### config.mk
export PLATFORM = sky130hd
export DESIGN_NAME = demux16_stream
export DESIGN_NICKNAME = d
export VERILOG_FILES = /design/src/rtl/demux16_stream.sv
export SDC_FILE = /design/constraint.sdc
export NUM_CORES = 1
export LEC_CHECK = 0
export ABC_AREA = 1
export CORE_ASPECT_RATIO = 1.1
export CORE_MARGIN = 2
export CORE_UTILIZATION = 55
export DETAILED_ROUTE_END_ITERATION = 8
export PLACE_DENSITY = 0.95
export SYNTH_ARGS = -nofsm -noshare
export SYNTH_HDL_FRONTEND = slang
export SYNTH_SLANG_ARGS = --single-unit
### constraint.sdc
create_clock -name clk -period 4.8 [get_ports clk]
set_input_delay 0.48 -clock clk [delete_from_list [all_inputs] [get_ports clk]]
set_output_delay 0.48 -clock clk [all_outputs]
set_load 0.1 [all_outputs]
### src/rtl/demux16_stream.sv
// demux16_stream: steers each input word to one of 16 lanes, one-entry reg per lane.
// Defining DEMUX16_BCAST_EN adds a bcast input that loads all lanes at once.
module demux16_stream #(
  parameter  int WIDTH = 16,
  parameter  int SEL_W = 4,
  localparam int LANES = 2**SEL_W
) (
  input  logic                   clk,
  input  logic                   rst,
  input  logic [WIDTH-1:0]       a,
  input  logic [SEL_W-1:0]       sel,
  input  logic                   in_valid,
`ifdef DEMUX16_BCAST_EN
  input  logic                   bcast,
`endif
  output logic                   in_ready,
  output logic [LANES*WIDTH-1:0] y,
  output logic [LANES-1:0]       out_valid,
  input  logic [LANES-1:0]       out_ready,
  output logic [15:0]            acc_cnt
);

  logic [LANES-1:0] lane_free;
  logic [LANES-1:0] load;
  logic             accept;

  // Lane is writable when empty or being drained this cycle; pick target lanes.
  always_comb begin
    lane_free = ~out_valid | out_ready;
    in_ready  = lane_free[sel];
`ifdef DEMUX16_BCAST_EN
    if (bcast) in_ready = &lane_free;
`endif
    accept = in_valid & in_ready;
    load   = '0;
    for (int i = 0; i < LANES; i++) begin
      load[i] = accept & (sel == SEL_W'(i));
    end
`ifdef DEMUX16_BCAST_EN
    if (bcast) load = {LANES{accept}};
`endif
  end

  // Lane registers, valid flags and accept counter; refill wins over drain.
  always_ff @(posedge clk) begin
    if (rst) begin
      out_valid <= '0;
      y         <= '0;
      acc_cnt   <= '0;
    end else begin
      for (int i = 0; i < LANES; i++) begin
        if (load[i]) begin
          y[WIDTH*i +: WIDTH] <= a;
          out_valid[i]        <= 1'b1;
        end else if (out_ready[i]) begin
          out_valid[i] <= 1'b0;
        end
      end
      if (accept) acc_cnt <= acc_cnt + 16'd1;
    end
  end

endmodule

== After elaboration in Yosys (flattened, before gate mapping) ==
Cells that the tools add are included.
Word-level totals
  input bits: 39
  register bits after elaboration: 288
  latch bits: 0
  output and inout bits: 289
  memory bits (read-only): 0
  memory bits (writable): 0
  memories: 0
Cells by class
  reductions and logical operators: 17
  div/mod/pow operators: 0
  shift-type cells: 0
  multipliers: 0
  equality and inequality tests: 15
  magnitude comparators: 1
  add/subtract/negate cells: 1
  mux-type cells: 34
  bitwise gates (word level): 19
Operator list (number)
  two-way mux 1 bit: 33
  == test 4 bit (second input constant): 8
  nonzero test 2 bit: 16
  AND 1 bit: 17
  adder 16 x 1 -> 16 bit (second input constant): 1
  == test 4 x 3 -> 1 bit (second input constant): 4
  NOT 16 bit: 1
  bitwise OR 16 bit: 1
  == test 4 x 2 -> 1 bit (second input constant): 2
  < comparator 4 x 5 -> 1 bit (second input constant): 1
  binary-select mux 1 bit (select 4 bit): 1
  == test 4 x 1 -> 1 bit (second input constant): 1
  logical NOT 4 bit: 1

== Logic depth before layout (Yosys ltp) ==
Gate-level depths: netlist of run 1.
  depth after elaboration: 7
  depth in mapped cells: 14
  gate-level depth less buffers: 12

== Worst setup path after synthesis of run 1 ==
No wires, ideal clock.
  path type: reg-to-output
  start: register out_valid[3]
  end: output in_ready
  data required time: 4320 ps
  slack: 2225 ps
  stages on the path, launching flop included: 10
  data arrival time: 2095 ps
  path through: dfxtp_1 -> nand2_1 -> nor2_1 -> nor2_1 -> nand2_1 -> nand2_1 -> nand2_1 -> nor2_4 -> buf_2 -> buf_2
On the way
  cells in the longest elaborated chain, start to end: 4
RTL lines
  from (decl): RTL line 18  | output logic [LANES-1:0] out_valid,
  from (signal assigned): RTL line 47  | out_valid <= '0;
  from (signal, indexed assignment): RTL line 54  | out_valid[i] <= 1'b1;
  from (signal, indexed assignment): RTL line 56  | out_valid[i] <= 1'b0;
  NOT 16 bit: RTL line 29  | lane_free = ~out_valid | out_ready;
  bitwise OR 16 bit: RTL line 29
  binary-select mux 1 bit (select 4 bit): RTL line 30  | in_ready = lane_free[sel];
  two-way mux 1 bit (implied by the code): RTL line 30
  to (decl): RTL line 16  | output logic in_ready,
No other way between the ends. The select of a mux whose other input is x is not followed.

== Worst setup path in the final report of run 1 ==
  start: input sel[1]
  end: output in_ready
On the way
  cells in the longest elaborated chain, start to end: 2
RTL lines
  from (decl): RTL line 11  | input logic [SEL_W-1:0] sel,
  binary-select mux 1 bit (select 4 bit): RTL line 30
  two-way mux 1 bit (implied by the code): RTL line 30
No other way between the ends. The select of a mux whose other input is x is not followed.

==> results of run 1 <==
power by group through the flow:
| stage | logic (mW) | clock network (mW) | registers, mW |
|---|---|---|---|
| global route | 0.963 | 2.63 | 2.48 |
| floorplan | 0.298 | 0 | 2.89 |
| detailed placement | 0.899 | 0 | 2.53 |
| finish | 0.919 | 2.54 | 2.48 |
| global placement | 0.883 | 0 | 2.53 |
| CTS | 0.906 | 2.54 | 2.48 |
per-stage QoR:
| stage | area (sq um) | hold slack (ps) | cells |
|---|---|---|---|
| after floorplan | 14200 | 655 | 2224 |
| after global placement | 17400 | 474 | 2778 |
| after detailed placement | 17400 | 478 | 2778 |
| after CTS | 18500 | 489 | 2834 |
| after global routing | 18500 | 502 | 2836 |
| final | 18500 | 486 | 2836 |
cell type report:
type	instances	share of cell area (%)
Inverter	561	11.4
Multi-Input combinational cell	1232	30.4
Clock buffer	44	4.78
Clock inverter	12	1.02
Antenna cell	2	0.0271
Timing Repair Buffer	351	18.9
Tap cell	346	2.34
Sequential cell	288	31.2
how the worst max path moves through the flow:
| stage | start | endpoint | slack (ps) |
|---|---|---|---|
| 2_1_floorplan | out_valid[3] | in_ready | 2230 |
| 3_3_place_gp | sel[1] | acc_cnt[1] | 1610 |
| 3_5_place_dp | sel[1] | acc_cnt[1] | 1410 |
| 4_1_cts | sel[1] | in_ready | 1600 |
| 5_1_grt | sel[1] | in_ready | 1420 |
| 6_report | sel[1] | in_ready | 1590 |
flip-flops by register name, summed over array words and instances (netlist names):
name and flops:
out_valid 16, acc_cnt 16, y 256
cell families after synthesis:
logic type	count (synthesis)
AO/OA/AOI/OAI	32
XOR/XNOR	14
adder cells (fa/ha/maj)	1
buffers and inverters	704
flip-flops	288
AND/OR/NAND/NOR	1185
worst max-delay path, stage by stage:
cell             delay, ps
clkdlybuf4s50_1        530
inv_2                   60
nand2_1                190
nor2_1                  90
nor2_1                 130
nand2_1                 60
nand2_1                 50
nand2_1                 80
nor2_4                 610
buf_4                  430
metal layers:
metal  part of all wire (%)  vias to the layer above  global-route usage [%]
met5                      0                        -                       0
met4                    8.3                        0                    26.7
met3                    9.8                      271                    7.14
met2                     47                      943                    56.0
met1                     35                     6807                    39.0
li1                       -                     7121                       -
synth_stat cells:
master	count	area [sq um]
o21ai_0	2	10.0
buf_2	32	160
nor3_1	6	30.0
nand3_2	4	40.0
dfxtp_1	288	5770
xnor2_1	4	35.0
nor2_1	309	1160
ha_1	1	12.5
clkinv_1	1	3.75
xor2_1	10	87.6
nand2_2	1	6.26
buf_6	11	124
nand2_1	572	2150
nand3_1	24	120
clkbuf_1	51	191
nor2_4	1	11.3
nand4_1	256	1600
buf_8	1	15.0
nand3_4	12	210
a21oi_1	30	150
buf_1	48	180
inv_1	558	2090
inv_2	2	7.51
==> qor.yml, run 1 <==
core_sq_um: 25300
die_w_um: 157
yosysWarningCount: 0
combPwrFrac_pct: 15.5
gr-total-overflow: 0
drive_above_1_share_pct: 3.90
power_switching_mw: 1.75
multi_input_area_sq_um: 5620
min-delay-path-class: "reg2reg"
cts_resized: 0
wire_per_inst_um: 17.1
seqCellArea_sq_um: 5770
cts_tree: "yes"
antenna_left: 0
setup_ws_ps: 1590
htree_levels: 1
vias: 15142
synth.avg_cell_area_sq_um: 6.37
fillers: 1814
routed_wl_um: 48600
ys_types: 23
synth_top_family_by_area: "simple AND/OR/NAND/NOR gates"
peakVddDrop_uv: 224
max_freq_ghz: 0.312
dp_slack_ps: 1410
grt_antenna_before_repair: 3
dpl.hpwl_um: 30200
powerDensity_nw_per_um2: 321
cts-root-buf: "clkbuf_16"
synth-compound-area-share_pct: 1.13
worstMarginPinSlew_ps: 1340
drv_slew: 0
hold_buffers: 0
cap_violations: 0
synth_nets: 2264
grt_pass1_wl_um: 73400
r2r-start: "out_valid[5]"
cp.required_ps: 4320
grt_max_degree: 146
p_clk_share_pct: 42.8
cp_max_fo: 24
setup_tns_ps: 0
hold_viol_final: 0
final_common_cell: "nand2_1"
drtIter0Drc: 1494
min_path_cells: 2
post_cts_buffers: 0
cp_data_arrival_time_ps: 2730
fin_crit_ps: 3210
cts.clk_slew.worst_paths_ps: 60
core.rowCount: 61
finalSetupViolCount: 0
syn_to_final_growth_pct: 30.6
clk_latency_ps: 550
r2r_end: "y[172]"
synth_mux_area_share_pct: 0
synth_area_sq_um: 14200
crit_type: "in2out"
status: "finished, final reports clean"
grt_pass1_vias: 14377
cts_sinks: 288
utilization_pct: 73.2
synth_simple_gate_area_share_pct: 37.6
seq_area_frac_synth_pct: 40.7
synthAdderAreaFrac_pct: 0.0883
layout.nets: 2504
critPathLaunchType: "primary input"
mostFrequentLayoutCells: "nand2_1, inv_1, clkdlybuf4s50_1"
report.power.total_mw: 5.94
p_sw_share_pct: 29.5
fin_crit_sh_pct: 66.9
cts_buffers: 30
dieArea_sq_um: 27100
avgViaCountPerCell: 5.34
total_leakage_power_nw: 8.39
p_int_mw: 4.19
track_usage_pct: 34.2
synth-xor-area-share_pct: 0.866
power_frac_seq_pct: 41.8
io_pins: 328
rsz0062_at_grt: "false"
r2r_cells: 12
portBuffers: 327
skew_ps: 13.2
hp-start: "acc_cnt[13]"
setup.worst_path.end_class: "primary output"
worstHoldEndpoint: "acc_cnt[13]"
syn-instance-count: 2224
clk_path_buf_depth: 3
dieHeight_um: 172
r2r_slack_ps: 2170
maxSlewHeadroom_pct: 10.6
drcViolationCount: 0
dr.pass1.iters: 7
finalWeightedCongestion: 0.842
synth_seq_cells: 288
initial_utilization_pct: 56.1
(Power assumes the default switching activity.)
==> run 2: changes to the inputs <==
- CORE_UTILIZATION: 55 -> 46
- PLACE_DENSITY: 0.95 -> 0.88
- clock period: 4.8 -> 2.75 ns (I/O delays scaled with it)
==> qor.yml, run 2 (same netlist as run 1, synthesis figures left out) <==
layout.nets: 2545
critPathBufInv: 4
setup_tns_ps: 0
cts-root-buf: "clkbuf_16"
largest-register: "y"
drive_above_1_share_pct: 16.7
track_usage_pct: 28.5
r2r_cells: 12
wire_per_inst_um: 16.0
hp-start: "in_valid"
worstMarginPinSlew_ps: 704
cts_buffers: 29
core.rowCount: 67
initial_utilization_pct: 46.5
setup.worst_path.end_class: "primary output"
cap_violations: 0
cts_sinks: 288
post_cts_buffers: 0
dp_slack_ps: 41.3
cp_max_fo: 25
hold_viol_final: 0
drcViolationCount: 0
peakVddDrop_uv: 412
place_area_sq_um: 17200
routed_wl_um: 47200
critPathLaunchType: "primary input"
status: "finished, final reports clean"
fillers: 2644
dr.pass1.iters: 5
finalSetupViolCount: 0
multi_input_area_sq_um: 5620
grt_pass1_vias: 13796
largestRegisters: "y (256), acc_cnt (16), out_valid (16)"
maxSlewHeadroom_pct: 53.1
min-delay-path-class: "in2reg"
core_sq_um: 30400
drtIter0Drc: 1426
r2r_end: "y[175]"
dieHeight_um: 188
drv_slew: 0
dpl.hpwl_um: 30800
max_freq_ghz: 0.391
gr-total-overflow: 0
fin_crit_sh_pct: 93.1
fin_area_sq_um: 18200
crit_type: "in2out"
grt_pass1_wl_um: 73000
cts_resized: 0
cts.clk_slew.worst_paths_ps: 60
combPwrFrac_pct: 15.9
path_depth: 11
htree_levels: 1
clk_latency_ps: 570
cpPeakStageDelay_ps: 520
worstPathCellList: "clkdlybuf4s50_1 > nand2_1 > nor2_1 > nor2_1 > nand2_1 > nand2_1 > nand2_1 > nor2_4 > buf_12 > buf_12 > buf_12"
utilization_pct: 59.9
vias: 14721
cp_data_arrival_time_ps: 2280
power_frac_seq_pct: 42.8
syn_to_final_growth_pct: 28.7
cts_tree: "yes"
rsz0062_at_grt: "false"
p_int_mw: 7.10
powerDensity_nw_per_um2: 555
r2r-start: "out_valid[7]"
r2r_slack_ps: 660
grt_max_degree: 121
setup_ws_ps: 190
grt_antenna_before_repair: 4
largest_reg_flops: 256
power_switching_mw: 3.01
avgViaCountPerCell: 5.00
startpoint: "sel[0]"
final_common_cell: "nand2_1"
skew_ps: 24.8
finalWeightedCongestion: 0.875
crit_slowest_cell: "clkdlybuf4s50_1"
hold_buffers: 0
portBuffers: 327
clk_path_buf_depth: 3
total_leakage_power_nw: 9.18
crit_family: "buffers and inverters"
cp_common_cell: "nand2_1"
seqCellArea_sq_um: 5770
cp-endpoint: "in_ready"
cp.required_ps: 2480
antenna_left: 0
p_sw_share_pct: 29.8
die_w_um: 171
io_pins: 328
p_clk_share_pct: 41.3
mostFrequentLayoutCells: "nand2_1, inv_1, buf_4"
dieArea_sq_um: 32200
fin_crit_ps: 2560
-- run 2: changes by cell type in the layout (fill, tap and decap cells not counted), sizes merged --
cell and delta:
inv +1, bufinv -2, diode +2, clkdlybuf4s50 -288
buf +330, clkinvlp +1, clkinv -5, clkbuf +3
-- run 2: metrics by stage --
stage / hold slack [ps] / std cells / total power [mW]
floorplan: 450 / 2224 / 5.56
global placement: 473 / 2888 / 5.98
detailed placement: 481 / 2888 / 6.01
CTS: 284 / 2942 / 10.1
global route: 305 / 2945 / 10.4
finish: 265 / 2946 / 10.1
-- run 2: worst min-delay path by stage --
stage / cells after the start / to
after floorplan: 3 / out_valid[0]
after global placement: 2 / out_valid[1]
after detailed placement: 2 / acc_cnt[14]
after CTS: 4 / y[44]
after global routing: 4 / y[21]
final: 4 / y[19]
-- run 2: worst register-to-register path: stages (launching register included) --
cell     delay, ps
dfxtp_1        320
nand2_1        160
nor2_1          60
nor2_1         130
nand2_1         60
nand2_1         50
nand2_1         80
nor2_4         180
buf_12         370
nand3_4        320
nand2_1        140
inv_1           50
nor2_1         110
-- run 2: routing by layer --
metal	track usage, %	wire [um]
met4	15.6	2720
met1	34.9	18000
met5	0	0
met2	47.5	22300
met3	4.54	4200
-- run 2: power groups by stage --
| stage | clock (mW) | sequential (mW) | combinational (mW) |
|---|---|---|---|
| after floorplan | 0 | 5.04 | 0.521 |
| after global placement | 0 | 4.42 | 1.56 |
| after detailed placement | 0 | 4.42 | 1.59 |
| after CTS | 4.20 | 4.33 | 1.59 |
| after global routing | 4.38 | 4.33 | 1.70 |
| final | 4.17 | 4.33 | 1.61 |
-- run 2: cell type report --
class	count	share of cell area [%]
inverters	561	11.6
clock inverters	7	0.639
diodes	4	0.0549
multi-input cells	1232	30.8
flip-flops and latches	288	31.6
repair buffers	393	17.5
clock buffers	47	4.85
well taps	414	2.84
==> RTL edit, RTL diff (config.mk and constraints of run 2) <==
Put one more register stage on the output `acc_cnt`, without a reset. The value now appears one clock later. The other outputs are not delayed to match.
--- a/src/rtl/demux16_stream.sv
+++ b/src/rtl/demux16_stream.sv
@@ -20,4 +20,6 @@
   output logic [15:0]            acc_cnt
 );
+
+  logic [15:0] acc_cnt_s0;
 
   logic [LANES-1:0] lane_free;
@@ -47,5 +49,5 @@
       out_valid <= '0;
       y         <= '0;
-      acc_cnt   <= '0;
+      acc_cnt_s0 <= '0;
     end else begin
       for (int i = 0; i < LANES; i++) begin
@@ -57,6 +59,10 @@
         end
       end
-      if (accept) acc_cnt <= acc_cnt + 16'd1;
+      if (accept) acc_cnt_s0 <= acc_cnt_s0 + 16'd1;
     end
+  end
+
+  always_ff @(posedge clk) begin
+    acc_cnt <= acc_cnt_s0;
   end
 
Check against the original RTL: not equivalent (Yosys sat finds a counterexample within 4 cycles, from zero or initial values and one cycle with rst high).
==> RTL edit against run 2 <==
Sequential share of layout area up 1.1 points; area after synthesis up 1.4%; total power up 5.1%; first-iteration DRC count up 20%; final cell count up 0.61%; setup slack better by 0.12 ns; routed wire length up 1.8%; synthesized cell count up 0.58%; final area up 2.0%; register-to-register slack worse by 0.02 ns; sequential cell count up 16.
==> RTL edit: results (changes against run 2) <==
| Metric | Value |
|---|---|
| Register area share after synthesis | 0.424 (was 0.407) |
| Clk pwr share | 0.419 (was 0.413) |
| Crit-path max cell delay | 0.57 ns (was 0.52 ns) |
| Wl on met1 | 18800 um (was 18000 um) |
| Filler Cell Count | 2598 (was 2644) |
| HPWL Detailed | 31700 um (was 30800 um) |
| Place WS | 0.0680 ns (was 0.0413 ns) |
| Total CTS buffers | 31 (was 29) |
| Compound-gate portion of the synthesized area | 0.0111 (was 0.0113) |
| Synth cell count leaders | nand2_1 (569), inv_1 (559), nor2_1 (306) (was nand2_1 (572), inv_1 (558), nor2_1 (309)) |
| Vias per cell | 5.04 (was 5.00) |
| Post-layout nets | 2563 (was 2545) |
| Cells on worst reg2reg path | 13 (was 12) |
| Terminus of the critical flop-to-flop path | y[54]$_SDFFE_PP0P_ (was y[175]$_SDFFE_PP0P_) |
| Routed met3 length | 4280 um (was 4200 um) |
| Final wirelength | 48000 um (was 47200 um) |
| Placement Cell Area | 0.0175 sq mm (was 0.0172 sq mm) |
| Adder-Cell Fraction of Synth Area | 0.000871 (was 0.000883) |
| Worst r2r src | out_valid[15]$_SDFFE_PP0P_ (was out_valid[7]$_SDFFE_PP0P_) |
| P_leak | 9.36 nW (was 9.18 nW) |
| R2R setup slack | 0.64 ns (was 0.66 ns) |
| Routability cong. | 0.851 (was 0.875) |
| Switching share of power | 0.296 (was 0.298) |
| Fin crit share | 0.887 (was 0.931) |
| Final core utilization | 0.607 (was 0.599) |
| Worst hold path depth | 3 (was 4) |
| First-pass GRT wire length | 74100 um (was 73000 um) |
| M2 GR Usage | 0.474 (was 0.475) |
| Drt first-iter violations | 1710 (was 1426) |
| Met2 wire len | 22500 um (was 22300 um) |
| Crit path DAT | 2.16 ns (was 2.28 ns) |
| Synth top area cells | dfxtp_1 (42%), nand2_1 (15%), inv_1 (15%) (was dfxtp_1 (41%), nand2_1 (15%), inv_1 (15%)) |
| Inst Count DP | 2904 (was 2888) |
| Status | complete, no violations (unchanged) |
| Share of layout cells above drive strength 1 | 0.169 (was 0.167) |
| TritonRoute pass-1 iters | 6 (was 5) |
| Syn Nets | 2277 (was 2264) |
| Max-Slew Margin vs Limit | 0.531 (about the same) |
| Max layer used | met5 (was met4) |
| Largest net degree at the start of global routing | 106 (was 121) |
| Clock Skews | 0.0187 ns (was 0.0248 ns) |
| GR Util met3 | 0.0486 (was 0.0454) |
| Synth Area in XOR/XNOR | 0.00853 (was 0.00866) |
| Clock group | 0.00445 W (was 0.00417 W) |
-- RTL edit: changes by cell type in the layout (fill, tap and decap cells not counted), moves of 2 or more --
cell / run 2 / this run
clkbuf_1: 9 / 6
nand2_1: 572 / 569
clkinv_2: 2 / 6
dfxtp_1: 288 / 304
diode_2: 4 / 2
nand3_1: 24 / 27
buf_4: 343 / 348
nand3_4: 12 / 10
nand3_2: 4 / 2
clkbuf_8: 9 / 6
clkbuf_16: 29 / 31
nor2_1: 309 / 306
-- RTL edit: critical path, delay by kind of cell --
| kind | cells | cell delay [ns] |
|---|---|---|
| AND/OR/NAND/NOR | 7 | 0.72 |
| buffers and inverters | 5 | 1.18 |
-- RTL edit: area by class of cell --
type                    count  area share
clock buffers              43      0.0474
repair buffers            397       0.173
diodes                      2    0.000269
multi-input cells        1227       0.300
inverters                 562       0.114
clock inverters            15      0.0103
flip-flops and latches    304       0.328
well taps                 414      0.0279
